## src/rtl/ai_accel_pkg.sv

```systemverilog
// Shared definitions for the AI accelerator Wishbone block loader.
// Holds the loader state encoding, the word stride and the accelerator
// slave-window register offsets that loader destinations usually target.
package ai_accel_pkg;

    typedef enum logic [2:0] {
        ST_IDLE  = 3'd0,
        ST_RD    = 3'd1,
        ST_GAP_R = 3'd2,
        ST_WR    = 3'd3,
        ST_GAP_W = 3'd4,
        ST_FIN   = 3'd5,
        ST_ABORT = 3'd6
    } loader_state_t;

    // Byte stride between consecutive 32-bit words.
    localparam int WORD_BYTES = 4;

    // Accelerator slave-window register offsets.
    localparam logic [31:0] CTRL_OP      = 32'h0000_0000;
    localparam logic [31:0] W_A          = 32'h0000_0004;
    localparam logic [31:0] H_A          = 32'h0000_0008;
    localparam logic [31:0] W_B          = 32'h0000_000C;
    localparam logic [31:0] H_B          = 32'h0000_0010;
    localparam logic [31:0] GO           = 32'h0000_0014;
    localparam logic [31:0] MATRIX_A_OFS = 32'h0000_0018;

endpackage

```

## src/rtl/wb_ack_timeout.sv

```systemverilog
// Acknowledge watchdog for one Wishbone strobe.
// Ports:
//   i_clk, i_rst  clock, synchronous active-high reset
//   i_clear       hold the count at zero (strobe not active)
//   i_enable      strobe active and not acknowledged this cycle
//   o_expired     this unacknowledged cycle is the TIMEOUT_CYCLES-th one
// TIMEOUT_CYCLES = 0 disables the watchdog (o_expired stays 0).
module wb_ack_timeout #(
    parameter int TIMEOUT_CYCLES = 255
) (
    input  logic i_clk,
    input  logic i_rst,
    input  logic i_clear,
    input  logic i_enable,
    output logic o_expired
);

    localparam int CNT_W = (TIMEOUT_CYCLES > 1) ? $clog2(TIMEOUT_CYCLES) : 1;
    localparam logic [CNT_W-1:0] LAST = CNT_W'(TIMEOUT_CYCLES - 1);
    localparam logic HAS_TIMEOUT = (TIMEOUT_CYCLES != 0);

    logic [CNT_W-1:0] r_count;

    always_ff @(posedge i_clk) begin
        if (i_rst || i_clear) begin
            r_count <= '0;
        end else if (i_enable) begin
            r_count <= r_count + CNT_W'(1);
        end
    end

    // Expiry is flagged in the cycle whose increment would make the count
    // reach TIMEOUT_CYCLES, so the strobe is held exactly TIMEOUT_CYCLES
    // cycles. Gating with i_enable lets a same-cycle ack win.
    assign o_expired = HAS_TIMEOUT && i_enable && (r_count == LAST);

endmodule

```

## src/rtl/ai_accel_wb_loader.sv

```systemverilog
// Wishbone classic master copying len_i 32-bit words from src_addr_i to
// dst_addr_i, one read then one write per word, started by a start_i pulse.
// Ports:
//   wb_clk_i, wb_rst_i          clock, synchronous active-high reset
//   start_i, src_addr_i,
//   dst_addr_i, len_i           transfer request (sampled in IDLE only)
//   busy_o, done_o, err_o       status; done_o/err_o are one-cycle pulses
//   wbm_*                       Wishbone classic master port
//   dbg_state_o                 current sequencer state
// Handshake: a bus transfer completes on a clock edge where cyc, stb and
// ack_i are all 1; between every read and write (and after every write)
// the master drops cyc/stb for one cycle so registered slaves can clear ack.
module ai_accel_wb_loader
    import ai_accel_pkg::*;
#(
    parameter int ADDR_W         = 32,
    parameter int DATA_W         = 32,
    parameter int LEN_W          = 16,
    parameter int TIMEOUT_CYCLES = 255
) (
    input  logic              wb_clk_i,
    input  logic              wb_rst_i,
    input  logic              start_i,
    input  logic [ADDR_W-1:0] src_addr_i,
    input  logic [ADDR_W-1:0] dst_addr_i,
    input  logic [LEN_W-1:0]  len_i,
    output logic              busy_o,
    output logic              done_o,
    output logic              err_o,
    output logic              wbm_cyc_o,
    output logic              wbm_stb_o,
    output logic              wbm_we_o,
    output logic [ADDR_W-1:0] wbm_addr_o,
    output logic [DATA_W-1:0] wbm_data_o,
    input  logic [DATA_W-1:0] wbm_data_i,
    input  logic              wbm_ack_i,
    output loader_state_t     dbg_state_o
);

    localparam logic [ADDR_W-1:0] STRIDE = ADDR_W'(WORD_BYTES);

    loader_state_t     r_state;
    logic [ADDR_W-1:0] r_src;
    logic [ADDR_W-1:0] r_dst;
    logic [LEN_W-1:0]  r_rem;
    logic [DATA_W-1:0] r_buf;
    logic [ADDR_W-1:0] r_addr;
    logic              r_busy;
    logic              r_done;
    logic              r_err;
    logic              r_cyc;
    logic              r_stb;
    logic              r_we;

    logic w_in_bus_state;
    logic w_count_en;
    logic w_expired;

    assign w_in_bus_state = (r_state == ST_RD) || (r_state == ST_WR);
    assign w_count_en     = w_in_bus_state && !wbm_ack_i;

    wb_ack_timeout #(
        .TIMEOUT_CYCLES(TIMEOUT_CYCLES)
    ) u_timeout (
        .i_clk    (wb_clk_i),
        .i_rst    (wb_rst_i),
        .i_clear  (!w_in_bus_state),
        .i_enable (w_count_en),
        .o_expired(w_expired)
    );

    // Outputs are registered alongside the state: each transition loads the
    // bus/status values that belong to the state being entered.
    always_ff @(posedge wb_clk_i) begin
        if (wb_rst_i) begin
            r_state <= ST_IDLE;
            r_src   <= '0;
            r_dst   <= '0;
            r_rem   <= '0;
            r_buf   <= '0;
            r_addr  <= '0;
            r_busy  <= 1'b0;
            r_done  <= 1'b0;
            r_err   <= 1'b0;
            r_cyc   <= 1'b0;
            r_stb   <= 1'b0;
            r_we    <= 1'b0;
        end else begin
            r_done <= 1'b0;
            r_err  <= 1'b0;
            case (r_state)
                ST_IDLE: begin
                    if (start_i) begin
                        r_busy <= 1'b1;
                        if (len_i != '0) begin
                            r_src   <= src_addr_i;
                            r_dst   <= dst_addr_i;
                            r_rem   <= len_i;
                            r_addr  <= src_addr_i;
                            r_cyc   <= 1'b1;
                            r_stb   <= 1'b1;
                            r_we    <= 1'b0;
                            r_state <= ST_RD;
                        end else begin
                            r_done  <= 1'b1;
                            r_state <= ST_FIN;
                        end
                    end
                end
                ST_RD: begin
                    if (wbm_ack_i) begin
                        r_buf   <= wbm_data_i;
                        r_cyc   <= 1'b0;
                        r_stb   <= 1'b0;
                        r_state <= ST_GAP_R;
                    end else if (w_expired) begin
                        r_cyc   <= 1'b0;
                        r_stb   <= 1'b0;
                        r_done  <= 1'b1;
                        r_err   <= 1'b1;
                        r_state <= ST_ABORT;
                    end
                end
                ST_GAP_R: begin
                    r_addr  <= r_dst;
                    r_cyc   <= 1'b1;
                    r_stb   <= 1'b1;
                    r_we    <= 1'b1;
                    r_state <= ST_WR;
                end
                ST_WR: begin
                    if (wbm_ack_i) begin
                        r_src   <= r_src + STRIDE;
                        r_dst   <= r_dst + STRIDE;
                        r_rem   <= r_rem - LEN_W'(1);
                        r_cyc   <= 1'b0;
                        r_stb   <= 1'b0;
                        r_we    <= 1'b0;
                        r_state <= ST_GAP_W;
                    end else if (w_expired) begin
                        r_cyc   <= 1'b0;
                        r_stb   <= 1'b0;
                        r_we    <= 1'b0;
                        r_done  <= 1'b1;
                        r_err   <= 1'b1;
                        r_state <= ST_ABORT;
                    end
                end
                ST_GAP_W: begin
                    if (r_rem == '0) begin
                        r_done  <= 1'b1;
                        r_state <= ST_FIN;
                    end else begin
                        r_addr  <= r_src;
                        r_cyc   <= 1'b1;
                        r_stb   <= 1'b1;
                        r_state <= ST_RD;
                    end
                end
                ST_FIN, ST_ABORT: begin
                    r_busy  <= 1'b0;
                    r_state <= ST_IDLE;
                end
                default: begin
                    r_cyc   <= 1'b0;
                    r_stb   <= 1'b0;
                    r_we    <= 1'b0;
                    r_busy  <= 1'b0;
                    r_state <= ST_IDLE;
                end
            endcase
        end
    end

    assign busy_o      = r_busy;
    assign done_o      = r_done;
    assign err_o       = r_err;
    assign wbm_cyc_o   = r_cyc;
    assign wbm_stb_o   = r_stb;
    assign wbm_we_o    = r_we;
    assign wbm_addr_o  = r_addr;
    assign wbm_data_o  = r_buf;
    assign dbg_state_o = r_state;

endmodule
```

## config.mk

```make
export PLATFORM = sky130hd
export DESIGN_NAME = ai_accel_wb_loader
export DESIGN_NICKNAME = d
export VERILOG_FILES = /design/src/rtl/ai_accel_pkg.sv /design/src/rtl/wb_ack_timeout.sv /design/src/rtl/ai_accel_wb_loader.sv
export SDC_FILE = /design/constraint.sdc
export NUM_CORES = 1
export LEC_CHECK = 0
export CAP_MARGIN = 10
export CORE_MARGIN = 8
export CORE_UTILIZATION = 52
export DETAILED_ROUTE_END_ITERATION = 7
export GPL_ROUTABILITY_DRIVEN = 0
export PLACE_DENSITY = 0.81
export SLEW_MARGIN = 5
export SYNTH_ARGS = -nofsm -noshare
export SYNTH_HDL_FRONTEND = slang
export SYNTH_SLANG_ARGS = --single-unit
```

## constraint.sdc

```tcl
create_clock -name wb_clk_i -period 2.5 [get_ports wb_clk_i]
set_clock_uncertainty 0.15 [all_clocks]
set_input_delay 0.625 -clock wb_clk_i [delete_from_list [all_inputs] [get_ports wb_clk_i]]
set_output_delay 0.625 -clock wb_clk_i [all_outputs]
set_load 0.005 [all_outputs]
```

After elaboration in Yosys (flattened, before gate mapping)

Cells that the tools add are included.

Add/subtract/negate cells: 4
Eq/ne operators: 13
Multiplexer cells: 38
Bitwise operators: 4
Reduce and logical (&&, ||, !) cells: 22

Operator list:

| operator                | number |
|---|---|
| $mux W32                | 7 |
| $pmux W32 S2            | 2 |
| $pmux W32 S3            | 1 |
| $add A32 B3 Y32 const B | 2 |
| $mux W16                | 3 |
| $pmux W16 S2            | 1 |
| $mux W3                 | 6 |
| $logic_not A16 Y1       | 1 |
| $reduce_bool A16 Y1     | 1 |
| $sub A16 B1 Y16 const B | 1 |
| $pmux W3 S5             | 1 |
| $mux W1                 | 13 |
| $reduce_and A4 Y1       | 3 |
| $eq A3 B3 Y1 const B    | 3 |
| $add A8 B1 Y8 const B   | 1 |
| $eq A8 B8 Y1 const B    | 1 |
| $ne A2 B2 Y1 const B    | 4 |
| $reduce_or A4 Y1        | 2 |
| $eq A3 B2 Y1 const B    | 2 |
| $reduce_or A2 Y1        | 3 |
| $pmux W1 S5             | 1 |
| $reduce_and A5 Y1       | 1 |
| $not A1 Y1              | 4 |
| $pmux W1 S4             | 1 |
| 12 further kinds        | 16 |

Bits in registers: 160
Bits of input ports: 116
Word-level logic and storage cells: 93

Depth between registers and ports, before layout

Gate-level depths: netlist (run 1).

Depth after elaboration: 7
Mapped depth: 9

By module

Synthesis (run 1) repeated with hierarchy kept, for this count alone.

Cells, all modules: 1098
Area, all modules: 8678.3 um2

By module, submodules not included:

| module             | times used | cells an instance | area each (um2) | sequential area each (um2) |
|---|---|---|---|---|
| ai_accel_wb_loader | 1          | 1056              | 8309.2          | 3042.9 |
| wb_ack_timeout     | 1          | 42                | 369.1           | 160.2 |

Worst setup path before layout (run 1)

OpenSTA, ideal clock, no wires.

Kind: input port to flip-flop
Start point: input len_i[3]
End point: register r_src[12]
Library setup time: 0.119 ns
Arrival: 2.078 ns
Path slack: 0.154 ns
Cell stages on the path: 7
Cell sequence: nor4_1 a41oi_1 a21oi_1 buf_4 buf_4 a21oi_1 o221a_1

Word-level cells in the longest chain between the ends: 3

Ends and longest elaborated chain:

| element                     | RTL line                  | RTL |
|---|---|---|
| start: declaration          | ai_accel_wb_loader.sv:26  | `input logic [LEN_W-1:0] len_i,` |
| $reduce_bool A16 Y1         | ai_accel_wb_loader.sv:95  | `if (len_i != '0) begin` |
| $ne A2 B2 Y1 (no line)      | -                         |  |
| $reduce_and A4 Y1 (no line) | -                         |  |
| end signal: assignment      | ai_accel_wb_loader.sv:96  | `r_src <= src_addr_i;` |
| end signal: assignment      | ai_accel_wb_loader.sv:133 | `r_src <= r_src + STRIDE;` |
| end: declaration            | ai_accel_wb_loader.sv:43  | `logic [ADDR_W-1:0] r_src;` |

No other way between the ends.
A chain may end at the register's enable or synchronous reset.

Worst setup path after layout (run 1)

Start point: input len_i[13]
End point: register r_dst[27]

Word-level cells in the longest chain between the ends: 3

Ends and longest elaborated chain:

| element                     | RTL line                  | RTL |
|---|---|---|
| $reduce_bool A16 Y1         | ai_accel_wb_loader.sv:95  |  |
| $ne A2 B2 Y1 (no line)      | -                         |  |
| $reduce_and A4 Y1 (no line) | -                         |  |
| end signal: assignment      | ai_accel_wb_loader.sv:97  | `r_dst <= dst_addr_i;` |
| end signal: assignment      | ai_accel_wb_loader.sv:134 | `r_dst <= r_dst + STRIDE;` |
| end: declaration            | ai_accel_wb_loader.sv:44  | `logic [ADDR_W-1:0] r_dst;` |

No other way between the ends.

==> metrics.md, run 1 <==
| Metric | Value |
|---|---|
| Status | finished with violations |
| Failing checks | design-rule violations |
| P&R area growth vs syn | 38.6% |
| Fin crit share | 99.2% |
| Initial antenna violation count | 0 |
| Slew @ Worst Pin | 0.764 ns |
| Full die area | 21,500 sq um |
| Clock transition at path regs | 0.06 ns |
| Core ar. | 16,600 sq um |
| Sw Share | 28.3% |
| Ranking of synthesized cells by area | dfxtp_1 36%, a21oi_1 8.8%, nand2_1 6.7% |
| Unrepaired setup endpoints after global routing | true |
| Synth top area share | 36.2% |
| Clock network power share | 38.8% |
| Leakage | 4.45 nW |
| Finished Layout Cells | 1,555 |
| Power per Cell Area | 593 nW/um^2 |
| Post-synthesis sequential area ratio | 36.2% |
| Seq cells post-synth | 160 |
| Synth warnings | 0 |
| Synth top cells by count | 160 x dfxtp_1, 159 x nand2_1, 156 x a21oi_1, 68 x clkbuf_1, 64 x nor2_1 |
| Final hold viol count | 0 |
| Arrival @ worst endpoint | 2.68 ns |
| Worst slew margin | 48.7% |
| Final setup viols | 0 |
| Slowest stage delay, CP | 0.49 ns |
| Share of layout cells above drive strength 1 | 15.0% |
| First-pass GRT wire length | 47,900 um |
| CTS tree | yes |
| CP delay by family, top | buffers and inverters |
| Remaining antenna violation count | 0 |
| Final Slew Violations | 0 |
| Critical Path Fanout Max | 17 |
| Hold Crit Depth | 2 |
| DRC | 3 |
| Die Height | 146 um |
| Drt wl/cell | 20.0 um |
| Clk sinks | 160 |
| Top_reg_cell synth | dfxtp_1 |
| Synth unique cells | 73 |
| Via count | 10,000 |
| Critical path startpoint | len_i[13] |
| Met1 usage | 30.6% |
| Largest net degree at the start of global routing | 110 |
| Starting density of the core | 53.2% |
| Worst setup SP type | primary input |
| Synth Instances | 1,125 |
| Logic pwr share | 20.7% |
| Syn Nets | 1,247 |
| Ports | 189 |
| NetSw | 0.00206 W |
| Int Power | 0.00521 W |
| Drt first pass iters | 8 |
| Final worst path period need | 2.48 ns |
| Total track usage | 26.9% |
| Min-delay worst type | register to register |
| GRT busiest layer | met2 |
| Worst flop-to-flop path startpoint | r_dst[2]$_SDFFE_PP0P_ |
| Iter 0 DRT Violations | 1,274 |
| Fillers | 1,268 |
| GRT met2 Usage | 44.7% |
| Worst path bufs/invs | 5 |
| DR vias/cell | 6.44 |
| Cell Chain, Critical Path | clkdlybuf4s50_1, nor4_2, buf_4, a41o_1, buf_6, o21ai_4, buf_12, clkbuf_16, o21ai_0, a21oi_1 |
| Total congestion overflow | 0 |
| EDFF count, synth | 0 |
| Number of global-route vias before repair | 9,245 |
| Post-DP HPWL | 20,800 um |
| Routing usage on met3 | 8.93% |
| Crit Path Category | primary input to register |
| Levels on crit path | 10 |
| Setup crit end kind | register |
| Top-count cell post-synth | dfxtp_1 |
| Synth async-reset ratio | 0% |
| Die width | 146 um |
| Final #Nets | 1,444 |
| Placed instance count | 1,513 |
| Level count of the clock H-tree | 4 |
| Max IR drop VDD | 0.000707 V |
| Reg2Reg Depth | 6 |
| Post-Syn Area | 8850 sq um |
| Fmax | 403 MHz |
| Clock Tree Buf Depth | 2 |
| Syn Area/Cell | 7.87 sq um |
| Hold path startpoint | wbm_data_o[15]$_SDFFE_PP0P_ |
| Critical Path RT | 2.70 ns |
| Antenna fix cells | 0 |
| Hold_buf cts | 0 |
| CTS root buf | clkbuf_16 |
| Inserted Clock Buffers | 17 |
| Row count | 47 |
| Clock insertion delay at the later pin of the skew report | 0.43 ns |
| Slowest CP cell | clkdlybuf4s50_1 |
| Sequential Power Share | 40.5% |
| Total Routed Length | 31,100 um |
| Cell taking the most area after synthesis | dfxtp_1 |
| IO Port Bufs | 188 |
| Fin Setup TNS | 0 ns |
| Max Cap Viol | 0 |
tightest hold or removal path, delay by kind of cell (launching register included):
family / cells / cell delay, ns
AND/OR/NAND/NOR: 1 / 0.05
AO/OA/AOI/OAI: 1 / 0.05
flip-flops: 1 / 0.31
power by group through the flow:
stage	combinational, W	clock, W	sequential [W]
6_report	0.00150	0.00282	0.00295
5_1_grt	0.00162	0.00296	0.00297
4_1_cts	0.00141	0.00283	0.00294
3_5_place_dp	0.00139	0	0.00299
3_3_place_gp	0.00137	0	0.00298
2_1_floorplan	0.000771	0	0.00293
worst paths after layout:
| path | to | slack [ns] |
|---|---|---|
| worst max-delay path | r_dst[27]$_SDFFE_PP0P_ | 0.02 |
| worst min-delay path | wbm_data_o[15]$_SDFFE_PP0P_ | 0.30 |
| worst max register to register | r_dst[12]$_SDFFE_PP0P_ | 0.08 |
| worst min register to register | wbm_data_o[15]$_SDFFE_PP0P_ | 0.30 |
registers in the layout, summed over array words and instances (netlist names):
signal	cells
wbm_we_o	1
wbm_stb_o	1
wbm_data_o	32
err_o	1
u_timeout.r_count	8
r_src	32
dbg_state_o	3
r_rem	16
r_dst	32
done_o	1
busy_o	1
wbm_addr_o	32
stage by stage:
step           cell area, sq um  hold slack, ns  total power, W  setup slack, ns  util [%]
2_1_floorplan              8850           0.302         0.00370            0.154         -
3_3_place_gp              11400           0.290         0.00435           -0.464      68.2
3_5_place_dp              11400           0.296         0.00438           -0.492      68.2
4_1_cts                   12000           0.304         0.00717         -0.00527      72.1
5_1_grt                   12300           0.321         0.00754          -0.0679      73.7
6_report                  12300           0.304         0.00728           0.0188      73.7
layout by cell type (no fill, tap or decap), types with 6 or more instances in the layout:
| cell | count |
|---|---|
| buf_4 | 79 |
| buf_6 | 6 |
| nor2_1 | 64 |
| a211oi_1 | 13 |
| dfxtp_1 | 159 |
| clkbuf_16 | 20 |
| dlymetal6s2s_1 | 12 |
| o21ai_0 | 50 |
| inv_1 | 13 |
| and3_1 | 7 |
| nor4_2 | 10 |
| and4_1 | 6 |
| a32o_1 | 9 |
| a32oi_1 | 6 |
| clkdlybuf4s50_1 | 175 |
| nand3_1 | 59 |
| a311oi_2 | 33 |
| nor4_1 | 11 |
| nor3_1 | 30 |
| a22oi_1 | 33 |
| o31ai_1 | 9 |
| nand2_1 | 159 |
| nand4_1 | 27 |
| a31oi_1 | 11 |
| ha_1 | 6 |
| o32ai_1 | 12 |
| and2_1 | 6 |
| a21o_1 | 14 |
| buf_12 | 12 |
| a21oi_1 | 153 |
| o21ai_1 | 7 |
| nand2b_1 | 7 |
timing repair:
item                                    in CTS  in global routing
pin swaps                                    0                  6
endpoints found under the setup margin      31                 95
cloned                                       0                  5
resized for setup                            3                 28
buffers inserted                             0                  5
layout make-up:
class / count / area, sq um / share of cell area, %
timing repair buffer: 288 / 2890 / 23.6
inverter: 13 / 48.8 / 0.398
clock buffer: 19 / 443 / 3.61
tap: 220 / 275 / 2.24
clock inverter: 13 / 185 / 1.51
multi-input combinational: 842 / 5220 / 42.5
sequential: 160 / 3200 / 26.1
cell families (layout without fill, tap and decap cells):
kind of cell / count (synthesis) / count (layout) / share of synthesized area [%]
adder cells (fa/ha/maj): 6 / 6 / 0.848
buffers and inverters: 124 / 333 / 6.19
AND/OR/NAND/NOR: 417 / 417 / 23.5
flip-flops: 160 / 160 / 36.2
multiplexers: 5 / 5 / 0.579
XOR/XNOR: 6 / 6 / 0.594
AO/OA/AOI/OAI: 407 / 408 / 32.1
layer usage:
layer  part of all wire, %  vias to the layer above
met5                     0                        -
met4                   3.7                        0
met3                    11                       91
met2                    48                      607
met1                    37                     4682
li1                      -                     4632
No activity file was read; power rests on OpenSTA's default activity.
==> inputs of run 2 (changes only) <==
--- a/config.mk
+++ b/config.mk
@@ -6,7 +6,6 @@
 export NUM_CORES = 1
 export LEC_CHECK = 0
 export CAP_MARGIN = 10
-export CORE_MARGIN = 8
 export CORE_UTILIZATION = 52
 export DETAILED_ROUTE_END_ITERATION = 7
 export GPL_ROUTABILITY_DRIVEN = 0
==> run 2 against run 1 <==
The run now ends clean. Flip-flop and latch count is the same. Routed wire length shrank 8.6%. Worst setup slack gained 0.047 ns. Largest cell class unchanged. Sequential power is essentially flat. Core utilization shrank 1.0 points. Critical endpoint is now r_dst[8]$_SDFFE_PP0P_. Clock-buffer cell count shrank 1. Non-clock buffer count shrank 7. Cell count shrank 0.51%. Critical path depth shrank 1. Sequential share of layout area grew 0.48 points.
==> metrics.md, run 2 (same netlist as run 1, synthesis figures left out) <==
| Metric | Value |
|---|---|
| Max IR drop VDD | 0.000510 V (-28%) |
| Clock insertion delay at the later pin of the skew report | 0.43 ns (about the same) |
| Reg2Reg Depth | 5 (-1) |
| Final Slew Violations | 0 (unchanged) |
| Drt first pass iters | 5 (-3) |
| Row count | 47 (unchanged) |
| Final hold viol count | 0 (unchanged) |
| Share of layout cells above drive strength 1 | 14.1% (-0.89 points) |
| Total Routed Length | 28,400 um (-8.6%) |
| Final worst path period need | 2.43 ns (-0.0472 ns) |
| Worst setup SP type | primary input |
| P&R area growth vs syn | 36.1% |
| Overall power | 0.00715 W (-1.8%) |
| Clock transition at path regs | 0.07 ns (about the same) |
| Die width | 132 um (-9.6%) |
| Utilization after layout | 72.7% (-1.0 points) |
| Antenna fix cells | 0 (unchanged) |
| Max Cap Viol | 0 (unchanged) |
| Commonest cells after routing, fill and taps aside | 187 x clkdlybuf4s50_1, 159 x nand2_1, 158 x dfxtp_1 |
| Leakage | 4.27 nW (-4.1%) |
| DR vias/cell | 6.37 (-1.1%) |
| Fillers | 1,295 (+2.1%) |
| Initial antenna violation count | 0 (unchanged) |
| Post-Place Setup Slack | -0.623 ns (-0.132 ns) |
| IO Port Bufs | 188 (unchanged) |
| Worst flop-to-flop path startpoint | r_dst[11]$_SDFFE_PP0P_ |
| Int Power | 0.00513 W (-1.5%) |
| Worst slew margin | 61.7% (+13 points) |
| Setup ws final | 0.0659 ns (+0.0472 ns) |
| Clock Tree Buf Depth | 2 (unchanged) |
| Critical path startpoint | len_i[2] |
| Critical Path Fanout Max | 39 (+22) |
| Remaining antenna violation count | 0 (unchanged) |
| Total congestion overflow | 0 (unchanged) |
| WHS | 0.303 ns (-0.000507 ns) |
| Critical path endpoint | r_dst[8]$_SDFFE_PP0P_ |
| Slowest stage delay, CP | 0.53 ns (+0.04 ns) |
| CTS tree | yes |
| Total track usage | 32.0% (+5.1 points) |
| Hold Crit Depth | 2 (unchanged) |
| Arrival @ worst endpoint | 2.62 ns (-0.06 ns) |
| Fin crit share | 97.4% (-1.9 points) |
| Final setup viols | 0 (unchanged) |
| Starting density of the core | 53.4% (+0.19 points) |
| Clk sinks | 160 (unchanged) |
| Unrepaired setup endpoints after global routing | true |
| CTS root buf | clkbuf_16 |
| Critical Path RT | 2.68 ns (-0.02 ns) |
| Final #Nets | 1,436 (-0.55%) |
| Logic pwr share | 19.6% (-1.1 points) |
| Sequential Power Share | 41.3% (+0.8 points) |
| Via count | 9,848 (-1.6%) |
| Slew @ Worst Pin | 0.570 ns (-0.195 ns) |
| Fmax | 411 MHz (+1.9%) |
| Flop2flop setup slack | 0.25 ns (+0.17 ns) |
| Setup crit end kind | register |
| Clock network power share | 39.1% (+0.3 points) |
| Worst path most repeated cell | buf_4 |
| Status | complete, no violations |
| Die Height | 132 um (-9.6%) |
| Drt wl/cell | 18.4 um (-8.1%) |
| Inserted Clock Buffers | 17 (unchanged) |
| Crit Path Category | primary input to register |
| First-pass GRT wire length | 45,400 um (-5.3%) |
| Min-delay worst type | register to register |
| Slowest CP cell | clkdlybuf4s50_1 |
| Power per Cell Area | 593 nW/um^2 (about the same) |
| Postcts setup bufs | 0 (unchanged) |
| Number of global-route vias before repair | 9,202 (-0.47%) |
| Level count of the clock H-tree | 4 (unchanged) |
| Placed instance count | 1,515 (+0.13%) |
| NetSw | 0.00201 W (-2.3%) |
| Post-DP HPWL | 19,700 um (-5.5%) |
| Sw Share | 28.2% (-0.17 points) |
| Iter 0 DRT Violations | 943 (-26%) |
| Full die area | 17,600 sq um (-18%) |
| DRC | 0 (-3) |
| Commonest non-fill, non-tap cell in the layout | clkdlybuf4s50_1 |
| Largest net degree at the start of global routing | 64 (-42%) |
| Finished Layout Cells | 1,547 (-0.51%) |
| Cell Chain, Critical Path | clkdlybuf4s50_1, nor4_4, buf_4, a41o_1, buf_4, o21ai_4, buf_12, o21ai_0, a31o_2 |
| Core ar. | 16,600 sq um (-0.35%) |
| Reg-to-Reg End | r_dst[27]$_SDFFE_PP0P_ |
| Ports | 189 (unchanged) |
==> run 2: cell types whose count changed in the layout (fill, tap and decap cells not counted), moves of 2 or more <==
cell / change
clkdlybuf4s50_1: +12
dlymetal6s2s_1: -12
buf_6: -4
a311oi_1: +3
a311oi_2: -3
clkbuf_16: -3
nor4_1: +2
nor4_2: -2
==> run 2: worst max-delay path: cells and delay by family <==
family	cells	cell delay [ns]
AND/OR/NAND/NOR	1	0.07
buffers and inverters	4	1.09
AO/OA/AOI/OAI	4	0.82
==> run 2: worst min path at each step <==
stage | end | slack (ns) | startpoint
3_5_place_dp | wbm_data_o[6]$_SDFFE_PP0P_ | 0.30 | wbm_data_o[6]$_SDFFE_PP0P_
6_report | wbm_data_o[21]$_SDFFE_PP0P_ | 0.30 | wbm_data_o[21]$_SDFFE_PP0P_
2_1_floorplan | r_rem[14]$_SDFFE_PP0P_ | 0.30 | r_rem[14]$_SDFFE_PP0P_
5_1_grt | wbm_data_o[25]$_SDFFE_PP0P_ | 0.32 | wbm_data_o[25]$_SDFFE_PP0P_
4_1_cts | wbm_data_o[20]$_SDFFE_PP0P_ | 0.31 | wbm_data_o[20]$_SDFFE_PP0P_
3_3_place_gp | wbm_data_o[29]$_SDFFE_PP0P_ | 0.29 | wbm_data_o[29]$_SDFFE_PP0P_
==> run 2: area by class of cell <==
type | count | area (sq um) | area share (%)
clock buffers | 18 | 429 | 3.56
clock inverters | 14 | 190 | 1.58
flip-flops and latches | 160 | 3210 | 26.6
well taps | 220 | 275 | 2.28
repair buffers | 281 | 2740 | 22.7
inverters | 13 | 48.8 | 0.405
multi-input cells | 841 | 5170 | 42.9
==> run 2: power by group through the flow <==
| stage | logic [W] | clock network (W) | registers (W) |
|---|---|---|---|
| after floorplan | 0.000771 | 0 | 0.00293 |
| after global placement | 0.00136 | 0 | 0.00299 |
| after detailed placement | 0.00138 | 0 | 0.00299 |
| after CTS | 0.00139 | 0.00281 | 0.00294 |
| after global routing | 0.00151 | 0.00293 | 0.00297 |
| final | 0.00140 | 0.00279 | 0.00295 |
==> run 2: timing repair <==
action | CTS | global route
gates resized for setup | 4 | 4
endpoints found under the setup margin | 92 | 40
hold endpoints to repair | 0 | 0
pin swaps | 0 | 1
hold buffers | 0 | 0
==> run 2: routing by layer <==
metal  vias to the layer above  track usage (%)  share of wire, %
li1                       4611                -                 -
met1                      4579             39.2                39
met2                       561             52.0                47
met3                        97             8.54               9.9
met4                         0             15.5               4.1
met5                         -                0                 0
==> run 2: through the flow <==
step,area (sq um),setup TNS (ns)
final,12100,0
after global routing,12100,-0.00632
after CTS,12000,0
after detailed placement,11400,-53.90
after global placement,11400,-54.51
after floorplan,8850,0
